--- config.mk ---
export PLATFORM = sky130hd
export DESIGN_NAME = fprint_master
export DESIGN_NICKNAME = d
export VERILOG_FILES = /design/src/rtl/fprint_master_pkg.sv /design/src/rtl/fprint_cmd_fifo.sv /design/src/rtl/fprint_master.sv
export VERILOG_INCLUDE_DIRS = /design/src /design/src/rtl
export SDC_FILE = /design/constraint.sdc
export NUM_CORES = 1
export LEC_CHECK = 0
export CAP_MARGIN = 20
export CORE_MARGIN = 3
export CORE_UTILIZATION = 51
export DETAILED_ROUTE_END_ITERATION = 7
export PLACE_DENSITY = 0.83
export REMOVE_ABC_BUFFERS = 1
export SYNTH_ARGS = -nofsm -noshare
export SYNTH_HDL_FRONTEND = slang
export SYNTH_SLANG_ARGS = --single-unit
export TNS_END_PERCENT = 50
--- constraint.sdc ---
create_clock -name clk -period 2.2 [get_ports clk]
set_input_delay 0.22 -clock clk [delete_from_list [all_inputs] [get_ports clk]]
set_output_delay 0.22 -clock clk [all_outputs]
set_load 0.03 [all_outputs]
--- src/rtl/crc_defines.v ---
// rtl/crc_defines.v - comparator address map, bus widths and fingerprint half markers
`ifndef CRC_DEFINES_V
`define CRC_DEFINES_V
`define COMPARATOR_ADDRESS_WIDTH 8
`define NIOS_DATA_WIDTH 32
`define COMPARATOR_CRC_OFFSET 4
`define COMPARATOR_HI_MARKER 12'h002
`endif

--- src/rtl/fprint_master_pkg.sv ---
// rtl/fprint_master_pkg.sv - command entry, FSM states and write-beat formatting helpers
`include "crc_defines.v"

package fprint_master_pkg;

  localparam int ADDR_W = `COMPARATOR_ADDRESS_WIDTH;
  localparam int DATA_W = `NIOS_DATA_WIDTH;

  typedef enum logic [1:0] {
    ST_IDLE,
    ST_CTL_WR,
    ST_LO_WR,
    ST_HI_WR
  } state_t;

  typedef struct packed {
    logic        is_ctl;
    logic        enable;
    logic [3:0]  task_id;
    logic [31:0] data;
  } cmd_t;

  localparam int CMD_W = $bits(cmd_t);

  // Control writes hit slot 0 of the core's window, fingerprints the CRC slot.
  function automatic logic [ADDR_W-1:0] cmd_addr(input logic [3:0] core_id, input logic is_ctl);
    logic [ADDR_W-1:0] base;
    base = ADDR_W'({core_id, 4'h0});
    return is_ctl ? base : base + ADDR_W'(`COMPARATOR_CRC_OFFSET);
  endfunction

  function automatic logic [DATA_W-1:0] first_data(input cmd_t c);
    if (c.is_ctl) return DATA_W'({c.enable, c.task_id});
    return DATA_W'({c.data[15:0], 12'h000, c.task_id});
  endfunction

  function automatic logic [DATA_W-1:0] hi_data(input cmd_t c);
    return DATA_W'({c.data[31:16], `COMPARATOR_HI_MARKER, c.task_id});
  endfunction

  function automatic state_t first_state(input cmd_t c);
    return c.is_ctl ? ST_CTL_WR : ST_LO_WR;
  endfunction

endpackage

--- src/rtl/fprint_cmd_fifo.sv ---
// rtl/fprint_cmd_fifo.sv - in-order command FIFO with head and second-entry lookahead
module fprint_cmd_fifo #(
  parameter int DEPTH = 4,
  parameter int WIDTH = 38
) (
  input  logic                     clk,
  input  logic                     reset,
  input  logic                     push,
  input  logic [WIDTH-1:0]         push_data,
  input  logic                     pop,
  output logic [WIDTH-1:0]         head,
  output logic [WIDTH-1:0]         peek,
  output logic                     full,
  output logic                     empty,
  output logic [$clog2(DEPTH):0]   count
);

  localparam int AW = $clog2(DEPTH);
  localparam logic [AW:0] FULL_CNT = DEPTH[AW:0];

  logic [WIDTH-1:0] mem [DEPTH];
  logic [AW-1:0]    rd_ptr;
  logic [AW-1:0]    wr_ptr;
  logic [AW-1:0]    rd_nxt;
  logic             do_push;
  logic             do_pop;

  // A full FIFO refuses pushes even when the same cycle pops.
  assign do_push = push && !full;
  assign do_pop  = pop && !empty;
  assign rd_nxt  = rd_ptr + 1'b1;

  assign full  = (count == FULL_CNT);
  assign empty = (count == '0);
  assign head  = mem[rd_ptr];
  assign peek  = mem[rd_nxt];

  always_ff @(posedge clk) begin
    if (do_push) mem[wr_ptr] <= push_data;
  end

  always_ff @(posedge clk or posedge reset) begin
    if (reset) begin
      rd_ptr <= '0;
      wr_ptr <= '0;
      count  <= '0;
    end else begin
      if (do_push) wr_ptr <= wr_ptr + 1'b1;
      if (do_pop)  rd_ptr <= rd_nxt;
      if (do_push && !do_pop)      count <= count + 1'b1;
      else if (do_pop && !do_push) count <= count - 1'b1;
    end
  end

endmodule

--- src/rtl/fprint_master.sv ---
// rtl/fprint_master.sv - buffers fingerprint and task-control commands, replays them as
// Avalon-MM writes to the comparator (fingerprints split into LO then HI beats)
`include "crc_defines.v"

module fprint_master
  import fprint_master_pkg::*;
#(
  parameter int FIFO_DEPTH = 4
) (
  input  logic                                 clk,
  input  logic                                 reset,
  input  logic [3:0]                           core_id,
  input  logic                                 fp_valid,
  input  logic [31:0]                          fp_data,
  input  logic [3:0]                           fp_task,
  output logic                                 fp_ready,
  input  logic                                 ctl_valid,
  input  logic                                 ctl_enable,
  input  logic [3:0]                           ctl_task,
  output logic                                 ctl_ready,
  output logic [`COMPARATOR_ADDRESS_WIDTH-1:0] m_address,
  output logic                                 m_write,
  output logic [`NIOS_DATA_WIDTH-1:0]          m_writedata,
  input  logic                                 m_waitrequest,
  output logic [$clog2(FIFO_DEPTH):0]          fifo_count,
  output logic                                 busy
);

  localparam int CNT_W = $clog2(FIFO_DEPTH) + 1;

  state_t            state, state_d;
  logic              write_d;
  logic [ADDR_W-1:0] addr_d;
  logic [DATA_W-1:0] data_d;

  cmd_t push_cmd, head, peek, next_cmd;
  logic push, pop, full, empty, done, more, have_next;

  assign ctl_ready = !full;
  assign fp_ready  = !full && !ctl_valid;
  assign push      = !full && (ctl_valid || fp_valid);

  always_comb begin
    push_cmd = '0;
    if (ctl_valid) begin
      push_cmd.is_ctl  = 1'b1;
      push_cmd.enable  = ctl_enable;
      push_cmd.task_id = ctl_task;
    end else begin
      push_cmd.task_id = fp_task;
      push_cmd.data    = fp_data;
    end
  end

  fprint_cmd_fifo #(
    .DEPTH (FIFO_DEPTH),
    .WIDTH (CMD_W)
  ) u_fifo (
    .clk       (clk),
    .reset     (reset),
    .push      (push),
    .push_data (push_cmd),
    .pop       (pop),
    .head      (head),
    .peek      (peek),
    .full      (full),
    .empty     (empty),
    .count     (fifo_count)
  );

  assign busy = !empty || m_write;
  assign done = m_write && !m_waitrequest;

  // After popping the head, the next command is the second entry, or the one being pushed
  // this very cycle when the head was the only entry.
  assign more      = |fifo_count[CNT_W-1:1];
  assign have_next = more || push;
  assign next_cmd  = more ? peek : push_cmd;

  always_comb begin
    state_d = state;
    write_d = m_write;
    addr_d  = m_address;
    data_d  = m_writedata;
    pop     = 1'b0;
    case (state)
      ST_IDLE: begin
        if (!empty) begin
          state_d = first_state(head);
          write_d = 1'b1;
          addr_d  = cmd_addr(core_id, head.is_ctl);
          data_d  = first_data(head);
        end
      end
      ST_LO_WR: begin
        if (done) begin
          state_d = ST_HI_WR;
          data_d  = hi_data(head);
        end
      end
      ST_CTL_WR, ST_HI_WR: begin
        if (done) begin
          pop = 1'b1;
          if (have_next) begin
            state_d = first_state(next_cmd);
            addr_d  = cmd_addr(core_id, next_cmd.is_ctl);
            data_d  = first_data(next_cmd);
          end else begin
            state_d = ST_IDLE;
            write_d = 1'b0;
          end
        end
      end
      default: begin
        state_d = ST_IDLE;
        write_d = 1'b0;
      end
    endcase
  end

  always_ff @(posedge clk or posedge reset) begin
    if (reset) begin
      state       <= ST_IDLE;
      m_write     <= 1'b0;
      m_address   <= '0;
      m_writedata <= '0;
    end else begin
      state       <= state_d;
      m_write     <= write_d;
      m_address   <= addr_d;
      m_writedata <= data_d;
    end
  end

endmodule

---- Yosys cells after proc, flatten, opt, wreduce, memory -nomap -nowiden ----
Memories as Yosys holds them, arrays and structs flattened.
Index checks and enable logic that the tools add are counted.
word-level totals
  bits in registers ....................... 50
  input bits .............................. 50
  memories kept ........................... 1
  memory bits (writable) .................. 152
memories
  memory      depth  bits a word  read ports  clocked after memory_dff  wr ports  RTL line               text
  u_fifo.mem  4      38           2           0                         1         fprint_cmd_fifo.sv:21  logic [WIDTH-1:0] mem [DEPTH];
operators by class
  reductions and logical operators ........ 26
  equality and inequality tests ........... 9
  add/sub/neg operators ................... 5
  muxes and demuxes ....................... 43
operators by type and width
  cell                                                            number
  32-bit two-way mux                                              9
  32-bit case mux with 3 select lines                             1
  8-bit two-way mux                                               5
  38-bit two-way mux                                              1
  8-bit case mux with 2 select lines                              1
  1-bit two-way mux                                               14
  2-bit two-way mux                                               7
  4-bit AND reduction                                             3
  2-bit != test (second input constant)                           5
  8-bit by 3-bit adder with 8-bit output (second input constant)  1
  1-bit logical AND                                               7
  1-bit logical NOT                                               6
  3-bit two-way mux                                               2
  2-bit case mux with 3 select lines                              1
  2-bit by 1-bit adder with 2-bit output (second input constant)  2
  2-bit equality test (second input constant)                     2
  4-bit two-way mux                                               1
  2-bit nonzero test                                              2
  2-bit OR reduction                                              2
  3-bit by 1-bit adder with 3-bit output (second input constant)  1
  3-bit equality test (second input constant)                     1
  3-bit logical NOT                                               1
  1-bit logical OR                                                3
  3-bit AND reduction                                             1
  other kinds (4)                                                 4

---- Logic depth before layout (Yosys ltp) ----
Gate-level depths: netlist of the first run.
  word-level depth ........................ 11
  mapped depth ............................ 10
  depth with buffers taken out ............ 9

---- Hierarchy ----
From an unflattened synthesis of the first run, not the netlist that was laid out.
second synthesis, totals
  cells, all modules ...................... 533
  area total of the unflattened synthesis .. 9,228.9 um^2
by module, submodules not included
  module           cells an instance  instances  sequential area each (um^2)  area each (um^2)
  fprint_cmd_fifo  282                1          4,739.5                      6,881.6
  fprint_master    251                1          750.7                        2,347.3

---- Worst setup path after synthesis of the first run ----
Ideal clock, no wire load.
  path type ............................... reg-to-reg
  start point ............................. reg u_fifo.count[1]
  end point ............................... mem u_fifo.mem[0][0] (enable)
  data required time ...................... 1.801 ns
  arrival time ............................ 2.162 ns
  setup slack ............................. -0.361 ns
  stages on the path, launching flop included .. 5
  library setup time ...................... 0.399 ns
  cells stage by stage .................... dfrtp_1 > nor2_1 > and2_1 > nor2_1 > and2_1
between the ends
  longest elaborated chain between the ends .. 6
RTL lines
  item                                       RTL line                                    text
  from (decl)                                fprint_cmd_fifo.sv:15                       output logic [$clog2(DEPTH):0] count
  from (signal assigned)                     fprint_cmd_fifo.sv:50                       if (do_push && !do_pop) count <= count + 1'b1;
  from (signal assigned)                     fprint_cmd_fifo.sv:51                       else if (do_pop && !do_push) count <= count - 1'b1;
  3-bit equality test *                      fprint_cmd_fifo.sv:33                       assign full = (count == FULL_CNT);
  1-bit logical NOT *                        fprint_cmd_fifo.sv:29, fprint_master.sv:41
  1-bit logical AND                          fprint_master.sv:41                         assign push = !full && (ctl_valid || fp_valid);
  1-bit logical AND *                        fprint_cmd_fifo.sv:29                       assign do_push = push && !full;
  named net u_fifo.do_push                   fprint_cmd_fifo.sv:25                       logic do_push;
  1-bit two-way mux *                        fprint_cmd_fifo.sv:39                       if (do_push) mem[wr_ptr] <= push_data;
  1-bit two-way mux (not written as such) *  fprint_cmd_fifo.sv:39
  to (decl)                                  fprint_cmd_fifo.sv:21
The timed path passes the listed nets; every way through them passes the cells marked *.

---- Final worst setup path of the first run ----
  start point ............................. reg state[0]
  end point ............................... reg m_writedata[16]
between the ends
  longest elaborated chain between the ends .. 4
  elaborated cells between the ends (all ways) .. 11
RTL lines
  item                                                                                          RTL line              text
  from (decl)                                                                                   fprint_master.sv:31   state_t state, state_d;
  from (signal assigned)                                                                        fprint_master.sv:128  state <= state_d;
  2-bit by 1-bit equality test with 1-bit output / 2-bit equality test (equally long branches)  fprint_master.sv:86   case (state)
  2-bit OR reduction                                                                            fprint_master.sv:86
  2-bit != test (no line)                                                                       n/a
  4-bit AND reduction (no line)                                                                 n/a
  to (signal assigned)                                                                          fprint_master.sv:131  m_writedata <= data_d;
  to (decl)                                                                                     fprint_master.sv:23   output logic [`NIOS_DATA_WIDTH-1:0] m_writedata,
Parallel ways exist; a longest one is shown, timed or not.
A chain may end at the register's enable or synchronous reset.

==> results of run 1 <==
## worst paths after layout
path                       slack, ns  depth (start not counted)                      endpoint                     start
max reg2reg                     0.15                          5   m_writedata[16]$_DFFE_PP0P_      state[0]$_DFFE_PP0P_
min in group clk                0.40                          2      m_address[5]$_DFFE_PP0P_                core_id[1]
max                             0.15                          5   m_writedata[16]$_DFFE_PP0P_      state[0]$_DFFE_PP0P_
min reg2reg                     0.50                          1      m_address[5]$_DFFE_PP0P_  m_address[5]$_DFFE_PP0P_
min                             0.22                          3   m_writedata[24]$_DFFE_PP0P_                     reset
max in group asynchronous       1.57                          3  u_fifo.rd_ptr[0]$_DFFE_PP0P_                     reset
## cells in the mapped netlist, types with 12 or more instances
master | instances | area [um^2]
clkbuf_1 | 12 | 45.0
buf_4 | 16 | 120
a22o_1 | 15 | 131
nand2_1 | 26 | 97.6
nor2_1 | 14 | 52.6
nor2b_1 | 34 | 213
mux4_2 | 59 | 1330
nor3_1 | 18 | 90.1
edfxtp_1 | 152 | 4560
a31oi_1 | 37 | 231
mux2_2 | 15 | 169
buf_2 | 14 | 70.1
dfrtp_1 | 37 | 926
## cell families (layout without fill, tap and decap cells)
family                     after synthesis  in the layout  synth area share [%]
other                                    1             13                0.0437
buffers and inverters                   56            160                  3.62
AOI/OAI and AO/OA                       65             65                  5.63
DFF                                    189            189                  64.0
and+or+nand+nor                        110            110                  7.01
xor gates and xnor gates                 6              6                 0.612
muxes                                   79             79                  18.2
adders and majority gates                6              6                 0.962
## cells in the final DEF, fill, tap and decap left out, types with 3 or more instances in the layout
master           synthesis  layout
edfxtp_1               152     152
clkdlybuf4s50_1          0      80
mux4_2                  59      59
a31oi_1                 37      37
nor2b_1                 34      34
dfrtp_1                 37      33
buf_4                   16      30
nand2_1                 26      26
nor3_1                  18      17
clkbuf_16                0      17
mux2_2                  15      15
a22o_1                  15      15
nor2_1                  14      14
conb_1                   1      13
buf_12                   0       8
inv_1                    7       7
clkbuf_1                12       7
ha_1                     5       5
and2_2                   0       4
mux2i_1                  3       3
xor2_1                   3       3
xnor2_1                  3       3
dfrtp_2                  0       3
## state kept, by name, summed over array words and instances (netlist names), named ones only
signal	cells
u_fifo.mem	152
m_writedata	22
m_address	5
u_fifo.count	3
u_fifo.rd_ptr	2
u_fifo.wr_ptr	2
m_write	1
state	1
## where the power goes
part           internal (W)  total, W  leakage [nW]  switching [W]
clock               0.00150   0.00275         0.246        0.00125
sequential          0.00489   0.00522          1.89       0.000331
combinational       0.00107   0.00248          1.42        0.00140
## metal layers
layer	track usage, %	wire length (um)	vias to the layer above
li1	-	-	2216
met1	27.4	7250	2571
met2	36.6	9700	248
met3	4.72	1370	34
met4	7.33	403	0
met5	0	0	-
## stage by stage
step           std cells  total power (W)
3_3_place_gp         812          0.00758
6_report             844           0.0104
3_5_place_dp         812          0.00776
5_1_grt              844           0.0109
4_1_cts              844           0.0105
2_1_floorplan        475          0.00661
## worst min-delay path, cell delays in order
cell and delay (ns):
clkdlybuf4s50_1 0.39, inv_1 0.05, buf_4 0.44
## area by class of cell
cell class	count	area, um^2
Tap cell	216	270
Fill cell	1136	5800
Inverter	7	26.3
Timing Repair Buffer	121	1210
Clock inverter	6	37.5
Clock buffer	26	479
Multi-Input combinational cell	279	2850
Sequential cell	189	5500
## timing repair
action / CTS / global route
resized for setup: 1 / 5
setup endpoints to repair: 1 / 17
endpoints found under the hold margin: 0 / 0
==> flow_summary.yaml, run 1 <==
sta:
  fmax_mhz: 489
  tightest_slew_ns: 0.833
  period_minus_slack_ns: 2.05
  timing.hold.ws_ns: 0.225
  drv_slew: 0
  maxSlewHeadroom_pct: 44.2
  clock-skew-final_ns: 0.0121
  rsz0062_at_grt: "no"
  finalSetupTns_ns: 0
  hold_viol_final: 0
  setup_violations: 0
  fin_ws_ns: 0.155
  fin_crit_sh_pct: 93.0
worst_setup_path:
  crit_path_top_delay_cell: "nor3_2"
  cpPeakStageDelay_ns: 0.69
  worstSetupStartpointType: "flop"
  critPathArrivalTime_ns: 2.39
  critical_path.cell_chain: "buf_4 -> nor3_2 -> buf_4 -> nor3_1 -> a31oi_1"
  crit_top_cell: "buf_4"
  endpoint_kind: "flop"
  cp_top_family: "simple AND/OR/NAND/NOR gates"
  cp.required_ns: 2.55
  path_class: "reg2reg"
  crit_buf_inv: 2
  path_max_fanout: 10
route:
  drc: 0
  postRouteWirelength_um: 18700
  drtAntennaViolNets: 0
  first_pass_iters: 5
  drt-wirelength-per-cell_um: 22.2
  drt_iter0_drc: 529
  vias: 5069
  viasPerCell: 6.01
cts:
  cts_tree: "built"
  clk_latency_ns: 0.43
  cts_buffers: 17
  cts_buffer_depth: 2
  cts_root_buf: "clkbuf_16"
  clkSlewWorstSetupHoldPaths_ns: 0.07
  postCtsSetupRepairBufs: 0
  cts_hold_buffers: 0
  htree_levels: 4
  clock-sinks: 189
grt:
  grt_pass1_vias: 5322
  globalRoute.totalOverflow: 0
  antenna_found_initial: 0
  track_usage_pct: 21.4
  grt_pass1_wl_um: 29600
  grt_start_max_net_pins: 54
layout:
  area_growth_pct: 20.8
  design_area_um2: 10400
  layout.nets: 671
  n_antenna_cell: 0
  drive_gt1_share_pct: 24.8
  utilization_pct: 64.1
pwr:
  leakagePower_nw: 3.56
  powerDensity_nw_per_um2: 1010
  vdd_drop_max_v: 0.000755
die:
  rows: 46
  die_h_um: 136
  dieArea_um2: 18400
  fp.dieW_um: 136
  pin_count: 97
  initial_core_util_pct: 53.1
  core_um2: 16200
logic_synthesis:
  syn_inst: 512
  yosysWarnings: 0
  yosysUniqueCellTypes: 45
  syn_avg_cell_area_um2: 16.8
  ys_seq_area_share_pct: 64.0
  synth_flop_cell: "edfxtp_1"
  synth-edff-count: 152
  ys_ff_latch: 189
  syn_area_um2: 8580
  async_reset_ff_share_pct: 19.6
place:
  place.gp.congestion: 0.843
  placed_area_um2: 9840
  dp_hpwl_um: 12000
  dp_slack_ns: 0.00474
  numPortBuffers: 83
run_status:
  status: "finished, final reports clean"
hold_path:
  hp-class: "in2async"
run:
  cap_violations: 0
Power figures use the tool's default switching activity.
==> inputs of run 2 (changes only) <==
Settings changed: CORE_UTILIZATION 51 to 30, PLACE_DENSITY 0.83 to 0.57.
==> flow_summary.yaml, run 2 (synthesis results as in run 1) <==
worst_setup_path:
  startpoint: "u_fifo.count[2]$_DFFE_PP0P_"
  r2r_start: "u_fifo.count[2]$_DFFE_PP0P_"
  crit_path_top_delay_cell: "dfrtp_1"
  cp.required_ns: 2.54
  regToRegEndpoint: "u_fifo.count[2]$_DFFE_PP0P_"
  path_class: "reg2reg"
  cp_top_family: "adder cells"
  r2r_slack_ns: 0.1
  reg2reg_depth: 8
  cp.depth: 8
  crit_buf_inv: 1
  cpPeakStageDelay_ns: 0.51
  critPathArrivalTime_ns: 2.45
  worstSetupStartpointType: "flop"
  critical_path.cell_chain: "and2_1 -> nor2_1 -> ha_1 -> inv_1 -> fa_1 -> xor2_1 -> nor2_1 -> xor2_1"
  path_max_fanout: 8
  crit_end: "u_fifo.count[2]$_DFFE_PP0P_"
  endpoint_kind: "flop"
pwr:
  switchingPower_w: 0.00318
  totalPowerFinal_w: 0.0108
  vdd_drop_max_v: 0.000621
  p_int_w: 0.00762
  combPwrFrac_pct: 23.3
  leakagePower_nw: 3.61
  seq_power_share_pct: 48.3
  powerDensity_nw_per_um2: 1010
  switching_share_pct: 29.5
  p_clk_share_pct: 28.4
place:
  place.gp.congestion: 0.820
  dp_hpwl_um: 12900
  placed_area_um2: 10100
  placed_cells: 973
  numPortBuffers: 83
cts:
  clock-sinks: 189
  clk_latency_ns: 0.43
  clkSlewWorstSetupHoldPaths_ns: 0.07
  postCtsSetupRepairBufs: 0
  cts_buffer_depth: 2
  htree_levels: 4
  cts_buffers: 17
  cts_hold_buffers: 0
  cts_tree: "built"
  cts_root_buf: "clkbuf_16"
  cts_resized: 1
die:
  fp.dieW_um: 175
  pin_count: 97
  core_um2: 28000
  rows: 61
  die_h_um: 175
  initial_core_util_pct: 30.6
  dieArea_um2: 30700
layout:
  design_area_um2: 10700
  area_growth_pct: 24.4
  drive_gt1_share_pct: 25.7
  layout.nets: 670
  largest_register_ffs: 152
  final-instance-count-excl-fill: 1005
  final_cell_mix: "152 x edfxtp_1, 80 x clkdlybuf4s50_1, 59 x mux4_2, 37 x a31oi_1"
  n_antenna_cell: 0
  filler_cell_count: 2612
  top_regs: "u_fifo.mem x152, m_writedata x22, m_address x5"
  largest-register: "u_fifo.mem"
  final_common_cell: "edfxtp_1"
sta:
  timing.hold.ws_ns: 0.194
  fin_crit_sh_pct: 95.7
  finalSetupTns_ns: 0
  drv_slew: 0
  clock-skew-final_ns: 0.0114
  fmax_mhz: 475
  period_minus_slack_ns: 2.10
  rsz0062_at_grt: "no"
  setup_violations: 0
  hold_viol_final: 0
grt:
  grt_start_max_net_pins: 40
  grt_pass1_vias: 5339
  track_usage_pct: 13.2
  globalRoute.totalOverflow: 0
  antenna_found_initial: 0
  grt_pass1_wl_um: 30700
hold_path:
  hp-class: "in2async"
run_status:
  status: "finished, final reports clean"
route:
  drt-wirelength-per-cell_um: 19.9
  drtAntennaViolNets: 0
  drc: 0
  vias: 5054
  postRouteWirelength_um: 20000
  drt_iter0_drc: 410
  first_pass_iters: 5
  viasPerCell: 5.03
run:
  cap_violations: 0
[run 2: cell types whose count changed in the layout (fill, tap and decap cells not counted), moves of 3 or more]
cell	before	now
buf_4	30	27
clkbuf_1	7	1
clkinv_4	0	4
clkinv_8	0	4
inv_6	1	4
[run 2: area by class of cell]
class / instances / area, um^2 / area share [%]
sequential: 189 / 5500 / 51.5
multi-input combinational: 279 / 2850 / 26.7
timing repair buffer: 120 / 1230 / 11.5
tap: 378 / 473 / 4.43
clock buffer: 18 / 429 / 4.02
clock inverter: 14 / 176 / 1.65
inverter: 7 / 26.3 / 0.246
[run 2: how the worst min path moves through the flow]
stage	cells after the start	slack [ns]	to	from
finish	3	0.19	m_address[6]$_DFFE_PP0P_	reset
global route	3	0.22	m_writedata[1]$_DFFE_PP0P_	reset
CTS	3	0.20	m_writedata[24]$_DFFE_PP0P_	reset
detailed placement	1	0.49	m_address[4]$_DFFE_PP0P_	m_address[4]$_DFFE_PP0P_
global placement	1	0.49	m_address[5]$_DFFE_PP0P_	m_address[5]$_DFFE_PP0P_
floorplan	0	0.32	u_fifo.mem[0][37]$_DFFE_PP_	ctl_valid
[run 2: through the flow]
step,util (%),setup WS (ns)
floorplan,-,-1.54
global placement,35.9,0.0803
detailed placement,35.9,0.0230
CTS,38.1,0.0390
global route,38.1,0.0120
finish,38.1,0.0955
[run 2: power groups by stage]
stage                     registers [W]  logic (W)  clock network, W
after floorplan                 0.00527    0.00135                 0
after global placement          0.00520    0.00251                 0
after detailed placement        0.00528    0.00257                 0
after CTS                       0.00521    0.00257           0.00313
after global routing            0.00529    0.00272           0.00329
final                           0.00522    0.00251           0.00307
[run 2: metal layers]
metal | track usage (%) | vias to the layer above | share of wire (%)
li1 | - | 2214 | -
met1 | 16.3 | 2644 | 42
met2 | 23.3 | 175 | 52
met3 | 3.17 | 21 | 5.8
met4 | 3.36 | 0 | 1.0
met5 | 0 | - | 0
[run 2: worst register-to-register path, cell delays in order, from the launching register on]
cell and delay, ns:
dfrtp_1 0.51, and2_1 0.23, nor2_1 0.17, ha_1 0.22
inv_1 0.07, fa_1 0.39, xor2_1 0.17, nor2_1 0.12
xor2_1 0.16
